**src/rtl/bin2bcd_dd.sv**
```systemverilog
// Sequential binary-to-BCD converter (double dabble): one operand bit per enabled clock,
// optional two's-complement input, overflow detect/saturate and leading-zero blanking mask.
module bin2bcd_dd #(
  parameter int C_BIN_W  = 27,
  parameter int C_DIGITS = 8,
  parameter bit C_SIGNED = 1'b0,
  parameter bit C_SAT    = 1'b1
) (
  input  logic                    CK_i,
  input  logic                    XARST_i,
  input  logic                    EN_CK_i,
  input  logic [C_BIN_W-1:0]      DAT_i,
  input  logic                    REQ_i,
  output logic                    BUSY_o,
  output logic                    DONE_o,
  output logic [4*C_DIGITS-1:0]   QQ_o,
  output logic                    SIGN_o,
  output logic                    OVF_o,
  output logic [C_DIGITS-1:0]     LZB_o
);

  localparam int CNT_W = $clog2(C_BIN_W + 1);
  localparam int QW    = 4 * C_DIGITS;
  localparam logic [QW-1:0]       ALL9    = {C_DIGITS{4'h9}};
  localparam logic [C_DIGITS-1:0] LZB_RST = ~((C_DIGITS)'(1));

  typedef enum logic [1:0] {
    ST_IDLE,
    ST_SHIFT,
    ST_LATCH
  } state_t;

  state_t               state_q;
  logic [C_BIN_W-1:0]   sr_q;
  logic [QW-1:0]        dig_q;
  logic                 ovf_q;
  logic                 sign_q;
  logic [CNT_W-1:0]     cnt_q;

  logic                 busy_q;
  logic                 done_q;
  logic [QW-1:0]        qq_q;
  logic                 sign_out_q;
  logic                 ovf_out_q;
  logic [C_DIGITS-1:0]  lzb_q;

  // Operand magnitude; negating in C_BIN_W bits makes the most negative value exact.
  logic                 neg;
  logic [C_BIN_W-1:0]   mag;
  assign neg = C_SIGNED && DAT_i[C_BIN_W-1];
  assign mag = neg ? -DAT_i : DAT_i;

  logic [QW-1:0]        dig_adj;
  logic [QW-1:0]        dig_d;
  logic [C_BIN_W-1:0]   sr_d;
  logic                 carry_out;

  for (genvar gi = 0; gi < C_DIGITS; gi++) begin : g_adj
    logic [3:0] digit;
    assign digit = dig_q[4*gi +: 4];
    assign dig_adj[4*gi +: 4] = (digit >= 4'd5 && digit <= 4'd9) ? digit + 4'd3 : digit;
  end

  // The bit leaving the top digit means the running value no longer fits.
  assign {carry_out, dig_d, sr_d} = {dig_adj, sr_q, 1'b0};

  logic [QW-1:0]        qq_d;
  logic [C_DIGITS:0]    zero_above;
  logic [C_DIGITS-1:0]  lzb_d;

  assign qq_d = (ovf_q && C_SAT) ? ALL9 : dig_q;
  assign zero_above[C_DIGITS] = 1'b1;

  for (genvar gi = 0; gi < C_DIGITS; gi++) begin : g_lzb
    assign zero_above[gi] = zero_above[gi+1] & (qq_d[4*gi +: 4] == 4'd0);
  end

  // Digit 0 is always shown, so its blanking bit is masked off.
  assign lzb_d = zero_above[C_DIGITS-1:0] & LZB_RST;

  always_ff @(posedge CK_i or negedge XARST_i) begin
    if (!XARST_i) begin
      state_q    <= ST_IDLE;
      sr_q       <= '0;
      dig_q      <= '0;
      ovf_q      <= 1'b0;
      sign_q     <= 1'b0;
      cnt_q      <= '0;
      busy_q     <= 1'b0;
      done_q     <= 1'b0;
      qq_q       <= '0;
      sign_out_q <= 1'b0;
      ovf_out_q  <= 1'b0;
      lzb_q      <= LZB_RST;
    end else if (EN_CK_i) begin
      done_q <= 1'b0;
      case (state_q)
        ST_IDLE: begin
          if (REQ_i) begin
            sr_q    <= mag;
            sign_q  <= neg;
            dig_q   <= '0;
            ovf_q   <= 1'b0;
            cnt_q   <= (CNT_W)'(C_BIN_W);
            busy_q  <= 1'b1;
            state_q <= ST_SHIFT;
          end
        end
        ST_SHIFT: begin
          dig_q <= dig_d;
          sr_q  <= sr_d;
          ovf_q <= ovf_q | carry_out;
          cnt_q <= cnt_q - 1'b1;
          if (cnt_q == (CNT_W)'(1)) begin
            state_q <= ST_LATCH;
          end
        end
        ST_LATCH: begin
          qq_q       <= qq_d;
          ovf_out_q  <= ovf_q;
          sign_out_q <= sign_q;
          lzb_q      <= lzb_d;
          done_q     <= 1'b1;
          busy_q     <= 1'b0;
          state_q    <= ST_IDLE;
        end
        default: begin
          state_q <= ST_IDLE;
        end
      endcase
    end
  end

  assign BUSY_o = busy_q;
  assign DONE_o = done_q;
  assign QQ_o   = qq_q;
  assign SIGN_o = sign_out_q;
  assign OVF_o  = ovf_out_q;
  assign LZB_o  = lzb_q;

endmodule
```
**config.mk**
```make
export PLATFORM = sky130hd
export DESIGN_NAME = bin2bcd_dd
export DESIGN_NICKNAME = d
export VERILOG_FILES = /design/src/rtl/bin2bcd_dd.sv
export SDC_FILE = /design/constraint.sdc
export NUM_CORES = 1
export LEC_CHECK = 0
export BUFFER_PORTS_ARGS = -buffer_cell sky130_fd_sc_hd__buf_2
export CAP_MARGIN = 5
export CORE_MARGIN = 8
export CORE_UTILIZATION = 26
export CTS_BUF_LIST = sky130_fd_sc_hd__clkbuf_16
export DETAILED_ROUTE_END_ITERATION = 8
export PLACE_DENSITY = 0.42
export SLEW_MARGIN = 20
export SYNTH_ARGS = -nofsm -noshare
export SYNTH_HDL_FRONTEND = slang
export SYNTH_SLANG_ARGS = --single-unit
```
**constraint.sdc**
```tcl
create_clock -name CK_i -period 1.7 [get_ports CK_i]
set_input_delay 0.17 -clock CK_i [delete_from_list [all_inputs] [get_ports CK_i]]
set_output_delay 0.17 -clock CK_i [all_outputs]
set_load 0.01 [all_outputs]
```
==> results of run 1 <==
-- cell type report --
cell class	count	area share
Antenna cell	1	0.000380
Sequential cell	109	0.416
Clock inverter	7	0.0112
Timing Repair Buffer	106	0.108
Inverter	27	0.0154
Tap cell	270	0.0513
Multi-Input combinational cell	367	0.364
Clock buffer	9	0.0342
-- power by group --
group	total, mW	switching, mW	internal [mW]
Sequential	4.02	0.665	3.36
Combinational	4.55	2.42	2.13
Clock	2.17	1.02	1.15
Total	10.7	4.11	6.64
-- cells in the final DEF (no fill, tap or decap), drive strengths merged, types with 8 or more instances in the layout --
master / instances
xor2: 10
nand2: 85
nand2b: 12
clkbuf: 9
inv: 29
dfrtp: 102
o21ai: 76
buf: 105
mux2i: 34
ha: 18
o31ai: 9
xnor2: 13
a21oi: 8
o22ai: 14
nor2: 20
a22o: 15
-- state kept, by name (all words and copies together) (netlist names) --
register,cells
BUSY_o,1
DONE_o,1
LZB_o,7
OVF_o,1
QQ_o,32
cnt_q,5
dig_q,32
ovf_q,1
sr_q,27
state_q,2
-- path summary, 6_finish.rpt --
| path | start | to | slack (ns) | depth (start not counted) |
|---|---|---|---|---|
| setup / recovery | dig_q[27] | LZB_o[3] | 0.04 | 4 |
| hold / removal | DAT_i[0] | sr_q[0] | 0.05 | 2 |
| setup reg to reg | dig_q[27] | LZB_o[3] | 0.04 | 4 |
| hold reg to reg | LZB_o[5] | LZB_o[5] | 0.46 | 2 |
| max in group asynchronous | XARST_i | dig_q[19] | 0.69 | 3 |
| min in group asynchronous | XARST_i | dig_q[16] | 0.34 | 2 |
-- critical path, stage by stage (launching register included) --
cell and delay [ns]:
sky130_fd_sc_hd__dfrtp_1 0.38, sky130_fd_sc_hd__or4_4 0.54, sky130_fd_sc_hd__nor4_4 0.32, sky130_fd_sc_hd__nand4b_4 0.18, sky130_fd_sc_hd__o21ai_1 0.17
-- per-stage QoR --
step / utilization / cells / hold WS, ns / worst slack, ns
after floorplan: - / 539 / -0.126 / 0.115
after global placement: 0.308 / 878 / 0.186 / 0.0491
after detailed placement: 0.308 / 878 / 0.184 / -0.00329
after CTS: 0.324 / 895 / 0.0319 / 0.00804
after global routing: 0.325 / 895 / 0.0370 / -0.0844
final: 0.325 / 896 / 0.0461 / 0.0444
-- repair_timing --
action                     in CTS  in global routing
hold endpoints to repair       29                  0
resized for setup               1                  9
setup endpoints to repair       2                 14
pin swaps                       0                  5
hold buffers                    1                  0
-- cells by family after synthesis --
logic type                 synth area share
DFF                                   0.511
adders and majority gates            0.0421
and+or+nand+nor                       0.132
xor gates and xnor gates             0.0376
muxes                                0.0678
AOI/OAI and AO/OA                     0.158
buffers and inverters                0.0505
other                              0.000700
-- routing by layer --
layer,track usage,vias up
met5,0,-
met4,0.0330,2
met3,0.0287,12
met2,0.165,65
met1,0.148,1898
li1,-,2021
==> qor.yml, run 1 <==
synth_enable_flop_cells: 0
outcome: "finished, final reports clean"
die-height_um: 160
finalMaxSlewViolations: 0
syn-instance-count: 538
detail-route-antenna-nets: 0
areaGrowthSynthToFinish_pct: 22.9
synthTopCellsByCount: "sky130_fd_sc_hd__dfrtp_1, sky130_fd_sc_hd__nand2_1, sky130_fd_sc_hd__o21ai_0, sky130_fd_sc_hd__mux2i_1, sky130_fd_sc_hd__inv_1"
clockRootBuffer: "sky130_fd_sc_hd__clkbuf_16"
yosys.cell_types.count: 47
route.detailed.wl_per_inst_um: 15.0
start_util: 0.265
startpoint_type: "flop"
layout-drive-gt1-share: 0.232
cts.htree.levels: 3
clock_tree.buffer_depth: 2
drv_cap: 0
detailroute.wirelength.met3_um: 595
most_frequently_used_flop_master_after_synthesis: "sky130_fd_sc_hd__dfrtp_1"
row_count: 52
drt_iter0_drc: 169
setup-tns-final_ns: 0
synthesized_flop_and_latch_total: 109
critical_path.endpoint_type: "flop"
async_reset_ff_frac: 1.00
synthesis.area_per_instance_sq_um: 9.95
worstPathRequired_ns: 1.99
design.die.area_sq_um: 25400
max_freq_ghz: 0.604
period_minus_slack_ns: 1.66
multi_input_comb_area_sq_um: 2400
place_congestion: 0.754
post-route-period-util: 0.974
top_layer_used: "met5"
setup-violations-final: 0
pin_count: 75
synth.yosys.seq_area_share: 0.511
finClkSkew_ns: 0.00759
tritoncts: "built"
leakage_nw: 3.23
place.port_buffers: 72
wire_length_of_the_first_global_routing_pass_mm: 22.5
first_global_vias: 4201
synth_top_cell_by_area: "sky130_fd_sc_hd__dfrtp_1"
place_area_sq_um: 6240
mappedNetlistArea_sq_um: 5360
coreArea_sq_um: 20200
synthTopCellsByArea: "sky130_fd_sc_hd__dfrtp_1, sky130_fd_sc_hd__mux2i_1, sky130_fd_sc_hd__o21ai_0"
wl_met1_mm: 6.75
drtPass1Iterations: 4
vias_per_cell: 4.46
largest_net_degree_at_the_start_of_global_routing: 55
detailroute.via_count: 3998
sequential_cell_area_sq_um: 2740
fillers: 2093
p_total_mw: 10.7
synth-warning-count: 0
final_design_area_no_fill_sq_um: 6580
clk_transition_reported_paths_ns: 0.08
grt_util_overall: 0.109
finalHoldViolations: 0
rsz0062_at_grt: "true"
power-per-cell-area_nw_per_um2: 1630
number_of_post_cts_setup_repair_buffers: 0
wl_met2_mm: 5.89
initial_antenna_violation_count: 1
critical_path_peak_fanout: 4
post-synth-top-count-cell: "sky130_fd_sc_hd__dfrtp_1"
max-vdd-ir-drop_uv: 675
synth_top_area_frac: 0.477
layout.nets: 669
timing.hold.worst.class: "input port to flop"
detail_route.drc_violations: 0
worst-slew-pin-transition_ns: 0.532
grt_remaining_overflow: 0
clk_latency_ns: 0.35
timing.setup.critical_path_class: "flop to flop"
timing.max_slew.rel_slack: 0.642
routed_wirelength_mm: 13.4
cts_made_buffers: 9
dp.final_hpwl_mm: 9.94
floorplan.die.width_um: 160
clkSinkCount: 109
arrival_ns: 1.94
Power figures use the tool's default switching activity.
==> inputs of run 2 (changes only) <==
Settings changed: BUFFER_PORTS_ARGS -buffer_cell sky130_fd_sc_hd__buf_2 to -buffer_cell sky130_fd_sc_hd__clkbuf_2, PLACE_DENSITY 0.42 to 0.4.
Clock period 1.7 ns to 1.8 ns, I/O delays scaled along.
==> run 2 against run 1 <==
  * Global-route usage up 0.17 points
  * Cell count down 1.1%
  * Clock skew about the same
  * Utilization down 0.59 points
  * Cell area down 1.8%
  * Sequential power down 4%
  * Non-clock buffer count down 9
  * Maximum frequency down 2.4%
  * Highest routed layer is now met4
  * Clock power down 12%
  * Count of clock-buffer cells in the layout unchanged
  * Sequential share of layout area up 0.77 points
  * Die area unchanged
==> qor.yml, run 2 (same netlist as run 1, synthesis figures left out) <==
outcome: "finished, final reports clean"
leakage_nw: 3.15
first_global_vias: 4189
setup-tns-final_ns: 0
setup-violations-final: 0
place.detailed.instances: 869
critical_path.endpoint_type: "flop"
detail_route.drc_violations: 0
timing.setup.critical_path_class: "flop to flop"
post-route-period-util: 0.942
worst_hold_slack_ns: 0.0594
worst-slew-pin-transition_ns: 0.526
largest_net_degree_at_the_start_of_global_routing: 59
row_count: 52
hold_path_startpoint: "DAT_i[0]"
drv_cap: 0
design.die.area_sq_um: 25400
place_congestion: 0.719
clkSinkCount: 109
vias_per_cell: 4.55
r2r-start: "dig_q[4]"
route.detailed.wl_per_inst_um: 15.6
clk_latency_ns: 0.35
areaGrowthSynthToFinish_pct: 20.7
clockRootBuffer: "sky130_fd_sc_hd__clkbuf_16"
final_cell_count_no_fill: 886
grt_remaining_overflow: 0
ff2ff_setup_slack_ns: 0.10
clock_tree.buffer_depth: 2
cts.htree.levels: 3
tritoncts: "built"
startpoint_type: "flop"
routed_wirelength_mm: 13.8
start_util: 0.265
antenna-diode-count: 0
initial_antenna_violation_count: 0
period_minus_slack_ns: 1.70
critical_path_peak_fanout: 4
wire_length_of_the_first_global_routing_pass_mm: 22.7
whs_path_depth: 2
layout.nets: 660
clk_transition_reported_paths_ns: 0.08
layout-drive-gt1-share: 0.214
die-height_um: 160
pin_count: 75
commonest_non_fill_non_tap_cells_in_the_layout: "sky130_fd_sc_hd__dfrtp_1, sky130_fd_sc_hd__nand2_1, sky130_fd_sc_hd__clkbuf_2"
power-per-cell-area_nw_per_um2: 1530
drtPass1Iterations: 4
detailroute.via_count: 4029
floorplan.die.width_um: 160
worst_hold_path.endpoint: "sr_q[0]"
timing.max_slew.rel_slack: 0.646
max-vdd-ir-drop_uv: 555
fin_util: 0.319
finClkSkew_ns: 0.00759
grt_util_overall: 0.110
detail-route-antenna-nets: 0
place.port_buffers: 72
worstPathRequired_ns: 2.08
timing.hold.worst.class: "input port to flop"
final_design_area_no_fill_sq_um: 6460
max_freq_ghz: 0.590
finalMaxSlewViolations: 0
place_area_sq_um: 6160
worst_r2r_endpoint: "dig_q[6]"
drt_iter0_drc: 181
arrival_ns: 1.98
coreArea_sq_um: 20200
worst-r2r-cell-count: 6
finalHoldViolations: 0
dp.final_hpwl_mm: 9.76
rsz0062_at_grt: "false"
cts_made_buffers: 9
commonest_non_fill_non_tap_cell_in_the_layout: "sky130_fd_sc_hd__dfrtp_1"
run 2: changes by cell type in the layout (fill, tap and decap cells not counted), sizes merged:
| cell | change |
|---|---|
| buf | -80 |
| bufinv | -1 |
| clkbuf | +71 |
| clkinv | -1 |
| clkinvlp | +1 |
| diode | -1 |
| inv | +1 |
run 2: worst max path at each step:
stage | cells past startpoint | endpoint | from
after floorplan | 4 | LZB_o[1] | dig_q[28]
after global placement | 4 | LZB_o[1] | dig_q[28]
after detailed placement | 4 | LZB_o[3] | dig_q[28]
after CTS | 4 | LZB_o[3] | dig_q[28]
after global routing | 6 | dig_q[30] | dig_q[28]
final | 6 | dig_q[6] | dig_q[4]
run 2: layout make-up:
type | instances | area [sq um]
fill | 2111 | 13800
clock inverter | 7 | 50.0
clock buffer | 9 | 225
sequential | 109 | 2740
inverter | 27 | 101
timing repair buffer | 97 | 628
tap | 270 | 338
multi-input combinational | 367 | 2380
run 2: critical path: stages (launching register included):
cell and delay, ns:
sky130_fd_sc_hd__dfrtp_1 0.41, sky130_fd_sc_hd__inv_1 0.10, sky130_fd_sc_hd__ha_1 0.25, sky130_fd_sc_hd__o21ba_2 0.22, sky130_fd_sc_hd__a22oi_1 0.26, sky130_fd_sc_hd__mux2i_1 0.24, sky130_fd_sc_hd__a22o_1 0.14
run 2: stage by stage:
step / power (mW) / setup WS (ns)
after floorplan: 6.72 / 0.215
after global placement: 7.96 / 0.100
after detailed placement: 8.06 / 0.0254
after CTS: 10.0 / 0.0119
after global routing: 10.7 / 0.0105
final: 9.86 / 0.104
run 2: timing repair:
item	CTS	global route
hold endpoints to repair	15	0
endpoints found under the setup margin	0	4
setup buffers	0	0
hold buffers	1	0
resized for setup	0	4
run 2: layer usage:
metal	track usage	share of wire
met3	0.0313	0.052
met5	0	0
met4	0.0322	0.011
met2	0.172	0.46
met1	0.146	0.48
run 2: where the power goes:
part	internal (mW)	total [mW]	switching, mW
clock	0.946	1.91	0.959
combinational	1.90	4.11	2.21
sequential	3.17	3.85	0.674
total	6.02	9.86	3.84
